### config.mk
export PLATFORM = sky130hd
export DESIGN_NAME = sym_source_upsampler
export DESIGN_NICKNAME = d
export VERILOG_FILES = /design/src/rtl/sym_source_upsampler.sv
export SDC_FILE = /design/constraint.sdc
export NUM_CORES = 1
export LEC_CHECK = 0
export ABC_CLOCK_PERIOD_IN_PS = 1500
export BUFFER_PORTS_ARGS = -buffer_cell sky130_fd_sc_hd__buf_4
export CAP_MARGIN = 0
export CORE_MARGIN = 1
export CORE_UTILIZATION = 45
export CTS_BUF_LIST = sky130_fd_sc_hd__clkbuf_8
export DETAILED_ROUTE_END_ITERATION = 10
export GPL_ROUTABILITY_DRIVEN = 0
export PLACE_DENSITY_LB_ADDON = 0.3
export SLEW_MARGIN = 0
export SYNTH_ARGS = -nofsm -noshare
export SYNTH_HDL_FRONTEND = slang
export SYNTH_SLANG_ARGS = --single-unit
### constraint.sdc
create_clock -name sys_clk -period 1.5 [get_ports sys_clk]
set_input_delay 0.3 -clock sys_clk [delete_from_list [all_inputs] [get_ports sys_clk]]
set_output_delay 0.3 -clock sys_clk [all_outputs]
set_load 0.01 [all_outputs]
### src/rtl/sym_source_upsampler.sv
// rtl/sym_source_upsampler.sv - 4-ASK test-symbol source, 4x zero-stuffing upsampler, enable-cadence monitor
//
// Purpose:
//   Generates pseudo-random 2-bit symbols from a 22-bit LFSR (x^22+x^21+1), one
//   per sym_clk_ena. It maps them to Gray-coded 4-ASK levels and emits a
//   zero-stuffed sample stream, one sample per sam_clk_ena. It also watches the
//   enable cadence (4 / 16 sys_clk cycles) and raises a sticky error flag.
//
// Ports:
//   sys_clk      in   system clock, rising edge
//   reset        in   synchronous active-high reset
//   sam_clk_ena  in   sample enable pulse (every 4 cycles)
//   sym_clk_ena  in   symbol enable pulse (every 16 cycles, with sam_clk_ena)
//   run          in   source enable, sampled on sym_clk_ena
//   sample_out   out  signed 1s17 upsampled sample
//   sample_valid out  strobe when sample_out updates
//   sym_out      out  last emitted symbol bits
//   sym_valid    out  strobe when a new symbol is emitted
//   sym_count    out  emitted-symbol count, wraps
//   ena_err      out  sticky enable-cadence error
module sym_source_upsampler #(
  parameter logic [21:0]        SEED    = 22'h3FFFFF,
  parameter logic signed [17:0] LEVEL_A = 18'sd32768,
  parameter int                 COUNT_W = 16
) (
  input  logic               sys_clk,
  input  logic               reset,
  input  logic               sam_clk_ena,
  input  logic               sym_clk_ena,
  input  logic               run,
  output logic [17:0]        sample_out,
  output logic               sample_valid,
  output logic [1:0]         sym_out,
  output logic               sym_valid,
  output logic [COUNT_W-1:0] sym_count,
  output logic               ena_err
);

  logic [21:0]        lfsr_q, lfsr_d;
  logic               run_q, run_d;
  logic [17:0]        sample_q, sample_d;
  logic               sample_valid_q, sample_valid_d;
  logic [1:0]         sym_q, sym_d;
  logic               sym_valid_q, sym_valid_d;
  logic [COUNT_W-1:0] count_q, count_d;
  logic [2:0]         sam_gap_q, sam_gap_d;
  logic               sam_armed_q, sam_armed_d;
  logic [4:0]         sym_gap_q, sym_gap_d;
  logic               sym_armed_q, sym_armed_d;
  logic               ena_err_q, ena_err_d;

  logic        emit;
  logic        sam_bad, sym_bad;
  logic [17:0] level_a, level_3a, level;

  assign level_a  = LEVEL_A;
  assign level_3a = LEVEL_A + (LEVEL_A <<< 1);

  // Gray mapping of the symbol about to be emitted (pre-shift LFSR bits)
  always_comb begin
    level = level_3a;
    case (lfsr_q[1:0])
      2'b00:   level = -level_3a;
      2'b01:   level = -level_a;
      2'b11:   level = level_a;
      default: level = level_3a;
    endcase
  end

  always_comb begin
    // run is captured on each symbol boundary, and the freshly captured value
    // already gates the symbol starting in this same cycle
    run_d = sym_clk_ena ? run : run_q;
    emit  = sym_clk_ena & run_d;

    lfsr_d = lfsr_q;
    if (emit) begin
      // all-zero state would lock up the LFSR; reload instead of shifting
      lfsr_d = (lfsr_q == '0) ? SEED : {lfsr_q[20:0], lfsr_q[21] ^ lfsr_q[20]};
    end

    sym_d          = emit ? lfsr_q[1:0] : sym_q;
    sym_valid_d    = emit;
    count_d        = emit ? count_q + COUNT_W'(1) : count_q;
    sample_valid_d = sam_clk_ena;
    sample_d       = sam_clk_ena ? (emit ? level : 18'd0) : sample_q;
  end

  // Cadence monitor: gap counters hold cycles since the last pulse and saturate
  always_comb begin
    sam_armed_d = sam_armed_q | sam_clk_ena;
    if (sam_clk_ena)             sam_gap_d = 3'd1;
    else if (sam_gap_q != 3'd7)  sam_gap_d = sam_gap_q + 3'd1;
    else                         sam_gap_d = sam_gap_q;
    sam_bad = sam_armed_q & (sam_clk_ena ? (sam_gap_q != 3'd4) : (sam_gap_d >= 3'd5));

    sym_armed_d = sym_armed_q | sym_clk_ena;
    if (sym_clk_ena)             sym_gap_d = 5'd1;
    else if (sym_gap_q != 5'd31) sym_gap_d = sym_gap_q + 5'd1;
    else                         sym_gap_d = sym_gap_q;
    sym_bad = sym_armed_q & (sym_clk_ena ? (sym_gap_q != 5'd16) : (sym_gap_d >= 5'd17));

    ena_err_d = ena_err_q | sam_bad | sym_bad | (sym_clk_ena & ~sam_clk_ena);
  end

  always_ff @(posedge sys_clk) begin
    if (reset) begin
      lfsr_q         <= SEED;
      run_q          <= 1'b0;
      sample_q       <= '0;
      sample_valid_q <= 1'b0;
      sym_q          <= '0;
      sym_valid_q    <= 1'b0;
      count_q        <= '0;
      sam_gap_q      <= '0;
      sam_armed_q    <= 1'b0;
      sym_gap_q      <= '0;
      sym_armed_q    <= 1'b0;
      ena_err_q      <= 1'b0;
    end else begin
      lfsr_q         <= lfsr_d;
      run_q          <= run_d;
      sample_q       <= sample_d;
      sample_valid_q <= sample_valid_d;
      sym_q          <= sym_d;
      sym_valid_q    <= sym_valid_d;
      count_q        <= count_d;
      sam_gap_q      <= sam_gap_d;
      sam_armed_q    <= sam_armed_d;
      sym_gap_q      <= sym_gap_d;
      sym_armed_q    <= sym_armed_d;
      ena_err_q      <= ena_err_d;
    end
  end

  assign sample_out   = sample_q;
  assign sample_valid = sample_valid_q;
  assign sym_out      = sym_q;
  assign sym_valid    = sym_valid_q;
  assign sym_count    = count_q;
  assign ena_err      = ena_err_q;

endmodule

Word-level counts from Yosys, hierarchy flattened
Cells that the tools add are included.
{"block": "word_totals", "in_bits": 5, "mem_bits_ro": 0, "latchBits": 0, "elab_cells": 46, "ff_bits": 72, "ramBits": 0, "out_inout_bits": 39, "mem_count": 0}
{"block": "classes", "reduce_logical": 2, "multipliers": 0, "mux": 10, "eq_ne": 6, "bitwise": 11, "div": 0, "shift": 0, "magnitude_cmp": 2, "n_addsub": 3}
{"cell": "18-bit one-hot mux with 3 select lines", "n": 1}
{"cell": "22-bit logical NOT", "n": 1}
{"cell": "22-bit 2-to-1 mux", "n": 1}
{"cell": "18-bit 2-to-1 mux", "n": 1}
{"cell": "16-bit by 1-bit adder with 16-bit output (second input constant)", "n": 1}
{"cell": "5-bit 2-to-1 mux", "n": 2}
{"cell": "5-bit != test (second input constant)", "n": 2}
{"cell": "3-bit 2-to-1 mux", "n": 2}
{"cell": "3-bit != test (second input constant)", "n": 2}
{"cell": "5-bit by 1-bit adder with 5-bit output (second input constant)", "n": 1}
{"cell": "5-bit greater-or-equal comparator (second input constant)", "n": 1}
{"cell": "1-bit OR", "n": 5}
{"cell": "1-bit AND", "n": 4}
{"cell": "3-bit by 1-bit adder with 3-bit output (second input constant)", "n": 1}
{"cell": "3-bit greater-or-equal comparator (second input constant)", "n": 1}
{"cell": "1-bit 2-to-1 mux", "n": 3}
{"cell": "2-bit by 1-bit equality test with 1-bit output (second input constant)", "n": 1}
{"cell": "2-bit equality test (second input constant)", "n": 1}
{"cell": "2-bit logical NOT", "n": 1}
{"cell": "1-bit NOT", "n": 1}
{"cell": "1-bit bitwise XOR", "n": 1}

Logic depth before layout (Yosys ltp)
Gate-level depths: netlist (run 1).
{"block": "depth", "ltp_word": 9, "mapped_depth": 8, "depth_no_buf": 6}

Least setup slack after synthesis (run 1)
OpenSTA, ideal clock, no wires.
{"block": "synth_path", "path_kind": "flip-flop to flip-flop", "from": "register lfsr_q[0]", "to": "register lfsr_q[11]", "setup_slack_ns": -0.112, "setup_time_ns": 0.117, "path_buffers": 2, "required_ns": 1.383, "period_less_slack_ns": 1.612, "t_arrival_ns": 1.496, "stages_incl_launch_ff": 8, "cell_sequence": "dfxtp_1 -> inv_1 -> ha_1 -> and4b_1 -> a211o_1 -> buf_4 -> buf_6 -> o22a_1"}
{"block": "synth_between", "elab_chain_cells": 2}
{"element": "start, declared", "line": "39", "rtl": "logic [21:0] lfsr_q, lfsr_d;"}
{"element": "start signal, assigned", "line": "121", "rtl": "lfsr_q <= lfsr_d;"}
{"element": "22-bit logical NOT", "line": "79", "rtl": "lfsr_d = (lfsr_q == '0) ? SEED : {lfsr_q[20:0], lfsr_q[21] ^ lfsr_q[20]};"}
{"element": "22-bit 2-to-1 mux", "line": "79"}
Every way passes these cells.
A chain may end at the register's enable or synchronous reset.

Worst setup path after layout (run 1)
{"block": "layout_path", "from": "register lfsr_q[20]", "to": "register lfsr_q[18]"}
The elaborated chain is that of the path after synthesis.

==> run_results.csv, run 1 <==
group,metric,value,unit
synthesis,synth_mux_area_share,2.92,%
worst_hold_path,hold_depth,2,
power_and_ir_drop,total_power,2.63,mW
synthesis,syn_area_per_cell,9.39,um2
routing,first_pass_iters,4,
routing,wire_per_inst,12.0,um
global_routing,overflow,0,
synthesis,ys.flop_type,"dfxtp_1",
global_routing,grt_use_met3,3.59,%
outcome,outcome,"finished with violations",
cts,cts_buffers,5,
routing,dr.first_iter.drc_count,47,
placement,dp_hpwl,3440,um
finish,area_delta_synth_final,22.8,%
die,io_pins,44,
cts,clk_latency,0.31,ns
cts,tritoncts,"yes",
sta,finalSetupViolCount,18,
power_and_ir_drop,p_leak,1.31,nW
setup_path,required,1.70,ns
setup_path,crit_fanout,18,
sta,setup_ws,-0.0920,ns
setup_path,reg2reg_slack,-0.09,ns
sta,period_share,106,%
sta,period_needed,1.59,ns
setup_path,cp-start-kind,"flip-flop",
sta,drv_slew,0,
finish,drive_above_1_share,29.4,%
die,dieArea,5830,um2
finish,layout_common_cells,"buf_4, dfxtp_1, nor2_1",
synthesis,synth_compound_area_share,13.3,%
power_and_ir_drop,peakVddDrop,0.545,mV
finish,nNetsFinal,333,
setup_path,slowest_stage,"dfxtp_2",
sta,fmax,628,MHz
synthesis,synth.top_cell.area_share,45.1,%
die,die_x,76.3,um
setup_path,rr_worst_depth,7,
synthesis,synth_top_family_by_area,"simple AND/OR/NAND/NOR gates",
sta,finalHoldViolCount,0,
routing,via_per_inst,5.02,
synthesis,synth-simple-area-share,21.1,%
global_routing,antenna_found_initial,0,
placement,dp_slack,-0.0635,ns
worst_hold_path,hold_end,"sym_gap_q[0]",
cts,postCtsSetupBuffers,0,
routing,wl,4690,um
worst_hold_path,holdCritStartpoint,"reset",
die,start_util,47.8,%
placement,portBuffers,28,
synthesis,yosysTopAreaCell,"dfxtp_1",
sta,finClkSkew,0.00776,ns
global_routing,grt_max_degree,22,
synthesis,synth_seq_area_share,45.1,%
setup_path,rr_endpoint,"lfsr_q[18]",
synthesis,synthTopCellsByArea,"dfxtp_1, o22a_1, nor2_1",
setup_path,arrival,1.79,ns
die,die_h,76.3,um
setup_path,end_kind,"flip-flop",
finish,layout_commonest_cell,"buf_4",
synthesis,yosys_warnings,0,
global_routing,grt-busiest-layer,"met2",
global_routing,met2_usage,28.8,%
cts,clk_path_buf_depth,2,
cts,cts_sinks,56,
synthesis,synth_area,2490,um2
synthesis,synthAdderAreaFrac,4.53,%
setup_path,critPathKind,"reg2reg",
synthesis,async_flop_share,0,%
setup_path,crit_path_max_incr_delay,0.34,ns
routing,ant_nets,0,
cts,cts_max_level,2,
synthesis,ys_ff_latch,56,
synthesis,syn_inst,265,
setup_path,path_cells,"inv_1 -> ha_1 -> nor4b_1 -> and3_1 -> a211o_1 -> buf_12 -> o22a_1",
cts,path_clk_slew,0.09,ns
synthesis,synth_edf_count,0,
global_routing,grt_pass1_vias,1861,
global_routing,grt_usage,17.0,%
setup_path,r2r_start,"lfsr_q[20]",
outcome,violations,"negative setup slack",
finish,antenna_cells,0,
power_and_ir_drop,power_density,862,nW/um2
global_routing,grt_pass1_wl,8110,um
flow_run,drv_cap,0,
synthesis,synth_cell_type_count,47,
routing,drc,0,
die,rows,26,
routing,vias,1956,
cts,cts-root-buf,"clkbuf_8",
worst_hold_path,hp-class,"in2reg",
global_routing,grt_util_met1,20.9,%
sta,rsz0062_at_grt,"yes",
die,coreArea,5200,um2
synthesis,synth-xor-area-share,4.23,%
==> where the power goes <==
part,leakage [nW],switching (mW),internal [mW],total [mW]
registers,0.458,0.0234,1.52,1.54
clock network,0.0510,0.467,0.370,0.837
logic,0.798,0.140,0.112,0.252
==> kinds of logic (layout without fill, tap and decap cells) <==
family / Yosys count / count (layout)
AND/OR/NAND/NOR: 97 / 97
adder cells (fa/ha/maj): 9 / 9
other: 1 / 15
multiplexers: 6 / 6
flip-flops: 56 / 56
buffers and inverters: 39 / 80
XOR/XNOR: 12 / 12
AO/OA/AOI/OAI: 45 / 45
==> sequential cells by signal, summed over array words and instances, names as in the netlist <==
name,flops
ena_err,1
lfsr_q,22
sam_armed_q,1
sam_gap_q,3
sample_out,3
sample_valid,1
sym_armed_q,1
sym_count,16
sym_gap_q,5
sym_out,2
sym_valid,1
==> critical path: cells and delay by family (launching register included) <==
family	cells	cell delay (ns)
AO/OA/AOI/OAI	2	0.48
AND/OR/NAND/NOR	2	0.30
buffers and inverters	2	0.20
flip-flops	1	0.34
adder cells (fa/ha/maj)	1	0.18
==> layer usage <==
| layer | up-vias | wire [um] |
|---|---|---|
| li1 | 1002 | - |
| met1 | 916 | 2210 |
| met2 | 30 | 2250 |
| met3 | 8 | 134 |
| met4 | 0 | 89 |
| met5 | - | 0 |
==> final cells by class <==
class                   count  area [um2]
well taps                  70        87.6
repair buffers             61         470
inverters                  11        41.3
clock inverters             2        10.0
fillers                   483        2150
flip-flops and latches     56        1140
clock buffers               6        82.6
multi-input cells         184        1230
==> metrics by stage <==
| step | std cells | TNS [ns] | util (%) | hold slack (ns) | cell area (um2) |
|---|---|---|---|---|---|
| detailed placement | 382 | -1.00 | 56.2 | 0.459 | 2930 |
| floorplan | 279 | -0.733 | - | 0.448 | 2550 |
| global route | 390 | -2.08 | 58.7 | 0.228 | 3060 |
| finish | 390 | -1.22 | 58.7 | 0.222 | 3060 |
| CTS | 390 | -1.30 | 58.3 | 0.213 | 3030 |
| global placement | 382 | -0.320 | 56.2 | 0.445 | 2930 |
==> worst max path at each step <==
stage,start,endpoint,cells after the start
3_3_place_gp,lfsr_q[20],lfsr_q[20],7
3_5_place_dp,lfsr_q[20],lfsr_q[16],7
5_1_grt,lfsr_q[20],lfsr_q[18],7
6_report,lfsr_q[20],lfsr_q[18],7
2_1_floorplan,lfsr_q[20],lfsr_q[20],8
4_1_cts,lfsr_q[20],lfsr_q[18],7
==> synthesized netlist by cell type, drive strengths merged (7+ instances only) <==
cell type	count
nor3	10
nor2	33
dfxtp	56
xnor2	9
o22a	18
nand2	16
inv	11
ha	9
buf	21
nand3	9
clkbuf	7
a21oi	8
==> repair_timing <==
| action | CTS | global route |
|---|---|---|
| hold buffers | 0 | 0 |
| setup endpoints to repair | 22 | 25 |
| pin swaps | 0 | 1 |
| gates cloned | 0 | 0 |
| resized for setup | 3 | 13 |
No activity file was read; power rests on OpenSTA's default activity.
==> run 2: changes to the inputs <==
--- a/config.mk
+++ b/config.mk
@@ -8,7 +8,7 @@
 export ABC_CLOCK_PERIOD_IN_PS = 1500
 export BUFFER_PORTS_ARGS = -buffer_cell sky130_fd_sc_hd__buf_4
 export CAP_MARGIN = 0
-export CORE_MARGIN = 1
+export CORE_MARGIN = 2
 export CORE_UTILIZATION = 45
 export CTS_BUF_LIST = sky130_fd_sc_hd__clkbuf_8
 export DETAILED_ROUTE_END_ITERATION = 10
==> run 2 against run 1 <==
The flow still finishes with violations (negative setup slack). Sequential power about the same. Wire length grew 0.43%. Clock skew is 0.0015 ns lower. Critical endpoint is now lfsr_q[19]. Design area is 1.6% higher.
==> run_results.csv, run 2 (synthesis results as in run 1) <==
group,metric,value,unit
outcome,outcome,"finished with violations",
outcome,violations,"negative setup slack",
global_routing,grt_util_met1,18.5,%
global_routing,overflow,0,
global_routing,met2_usage,29.5,%
worst_hold_path,hp-class,"in2reg",
placement,portBuffers,28,
setup_path,crit_fanout,7,
cts,tritoncts,"yes",
sta,period_needed,1.58,ns
setup_path,crit_path_max_incr_delay,0.38,ns
sta,finalSetupViolCount,18,
placement,dp_slack,-0.0706,ns
routing,vias,1943,
finish,drive_above_1_share,30.0,%
cts,cts_sinks,56,
die,coreArea,5410,um2
power_and_ir_drop,total_power,2.56,mW
routing,first_pass_iters,4,
finish,layout_commonest_cell,"buf_4",
sta,finClkSkew,0.00631,ns
finish,finalInstanceArea,3100,um2
routing,via_per_inst,4.96,
setup_path,cp-start-kind,"flip-flop",
routing,wl,4710,um
finish,nNetsFinal,334,
routing,wire_per_inst,12.0,um
finish,antenna_cells,0,
die,die_h,78.3,um
global_routing,grt_usage,16.2,%
setup_path,critPathKind,"reg2reg",
power_and_ir_drop,peakVddDrop,0.435,mV
finish,fillers,508,
routing,dr.first_iter.drc_count,87,
cts,cts_buffers,5,
sta,holdWs,0.325,ns
power_and_ir_drop,p_leak,1.32,nW
worst_hold_path,hold_depth,3,
sta,period_share,105,%
finish,layout_common_cells,"buf_4, dfxtp_1, nor2_1",
die,io_pins,44,
die,start_util,46.0,%
setup_path,rr_worst_depth,6,
global_routing,grt_pass1_vias,1893,
die,die_x,78.3,um
cts,path_clk_slew,0.09,ns
placement,dp_hpwl,3320,um
sta,finalHoldViolCount,0,
cts,clk_path_buf_depth,2,
routing,drc,0,
global_routing,grt_pass1_wl,8000,um
global_routing,antenna_found_initial,0,
power_and_ir_drop,power_density,824,nW/um2
sta,rsz0062_at_grt,"yes",
flow_run,drv_cap,0,
routing,ant_nets,0,
finish,area_delta_synth_final,24.8,%
sta,drv_slew,0,
sta,fmax,634,MHz
cts,clk_latency,0.30,ns
setup_path,end_kind,"flip-flop",
finish,largest_reg_flops,22,
die,dieArea,6140,um2
setup_path,path_cells,"inv_1 -> ha_4 -> and4b_1 -> a211o_1 -> buf_6 -> o22a_1",
cts,cts-root-buf,"clkbuf_8",
global_routing,grt_use_met3,3.56,%
finish,utilization,57.4,%
global_routing,grt-busiest-layer,"met2",
die,rows,27,
global_routing,grt_max_degree,43,
setup_path,required,1.70,ns
placement,dpl_cell_area,2920,um2
cts,hold_buffers,0,
setup_path,arrival,1.77,ns
setup_path,slowest_stage,"a211o_1",
finish,top_register,"lfsr_q",
cts,cts_max_level,2,
sta,setup_ws,-0.0767,ns
[run 2: routing by layer]
layer	vias to the layer above	wire, um
met2	30	2290
met1	902	2190
met3	6	160
met4	0	67
li1	1005	-
met5	-	0
[run 2: what timing repair did]
item                       in CTS  in global routing
pin swaps                      20                  3
hold endpoints to repair        0                  0
setup endpoints to repair      19                 23
cloned                          0                  0
buffers inserted                0                  2
resized for setup              13                 11
[run 2: per-stage QoR]
stage,TNS (ns),std cells
3_5_place_dp,-1.05,383
3_3_place_gp,-0.409,383
2_1_floorplan,-0.733,279
5_1_grt,-1.99,392
4_1_cts,-0.995,390
6_report,-1.14,392
[run 2: where the power goes]
| part | switching (mW) | internal [mW] |
|---|---|---|
| logic | 0.143 | 0.115 |
| registers | 0.0238 | 1.52 |
| clock network | 0.443 | 0.312 |
[run 2: cell type report]
cell class              instances  area (um2)  share of cell area (%)
multi-input cells             184        1270                    41.0
flip-flops and latches         56        1130                    36.5
repair buffers                 62         489                    15.8
well taps                      72        90.1                    2.90
clock buffers                   5        68.8                    2.22
inverters                      11        41.3                    1.33
clock inverters                 2        8.76                   0.282
[run 2: final timing paths]
check / start / end / slack (ns)
worst max-delay path: lfsr_q[1] / lfsr_q[19] / -0.08
worst min-delay path: sam_clk_ena / sam_gap_q[1] / 0.32
worst max register to register: lfsr_q[1] / lfsr_q[19] / -0.08
worst min register to register: sample_out[16] / sample_out[16] / 0.47
[run 2: critical path, delay by kind of cell (launching register included)]
family / cells / cell delay [ns]
adder cells (fa/ha/maj): 1 / 0.17
AO/OA/AOI/OAI: 2 / 0.53
AND/OR/NAND/NOR: 1 / 0.20
buffers and inverters: 2 / 0.23
flip-flops: 1 / 0.33
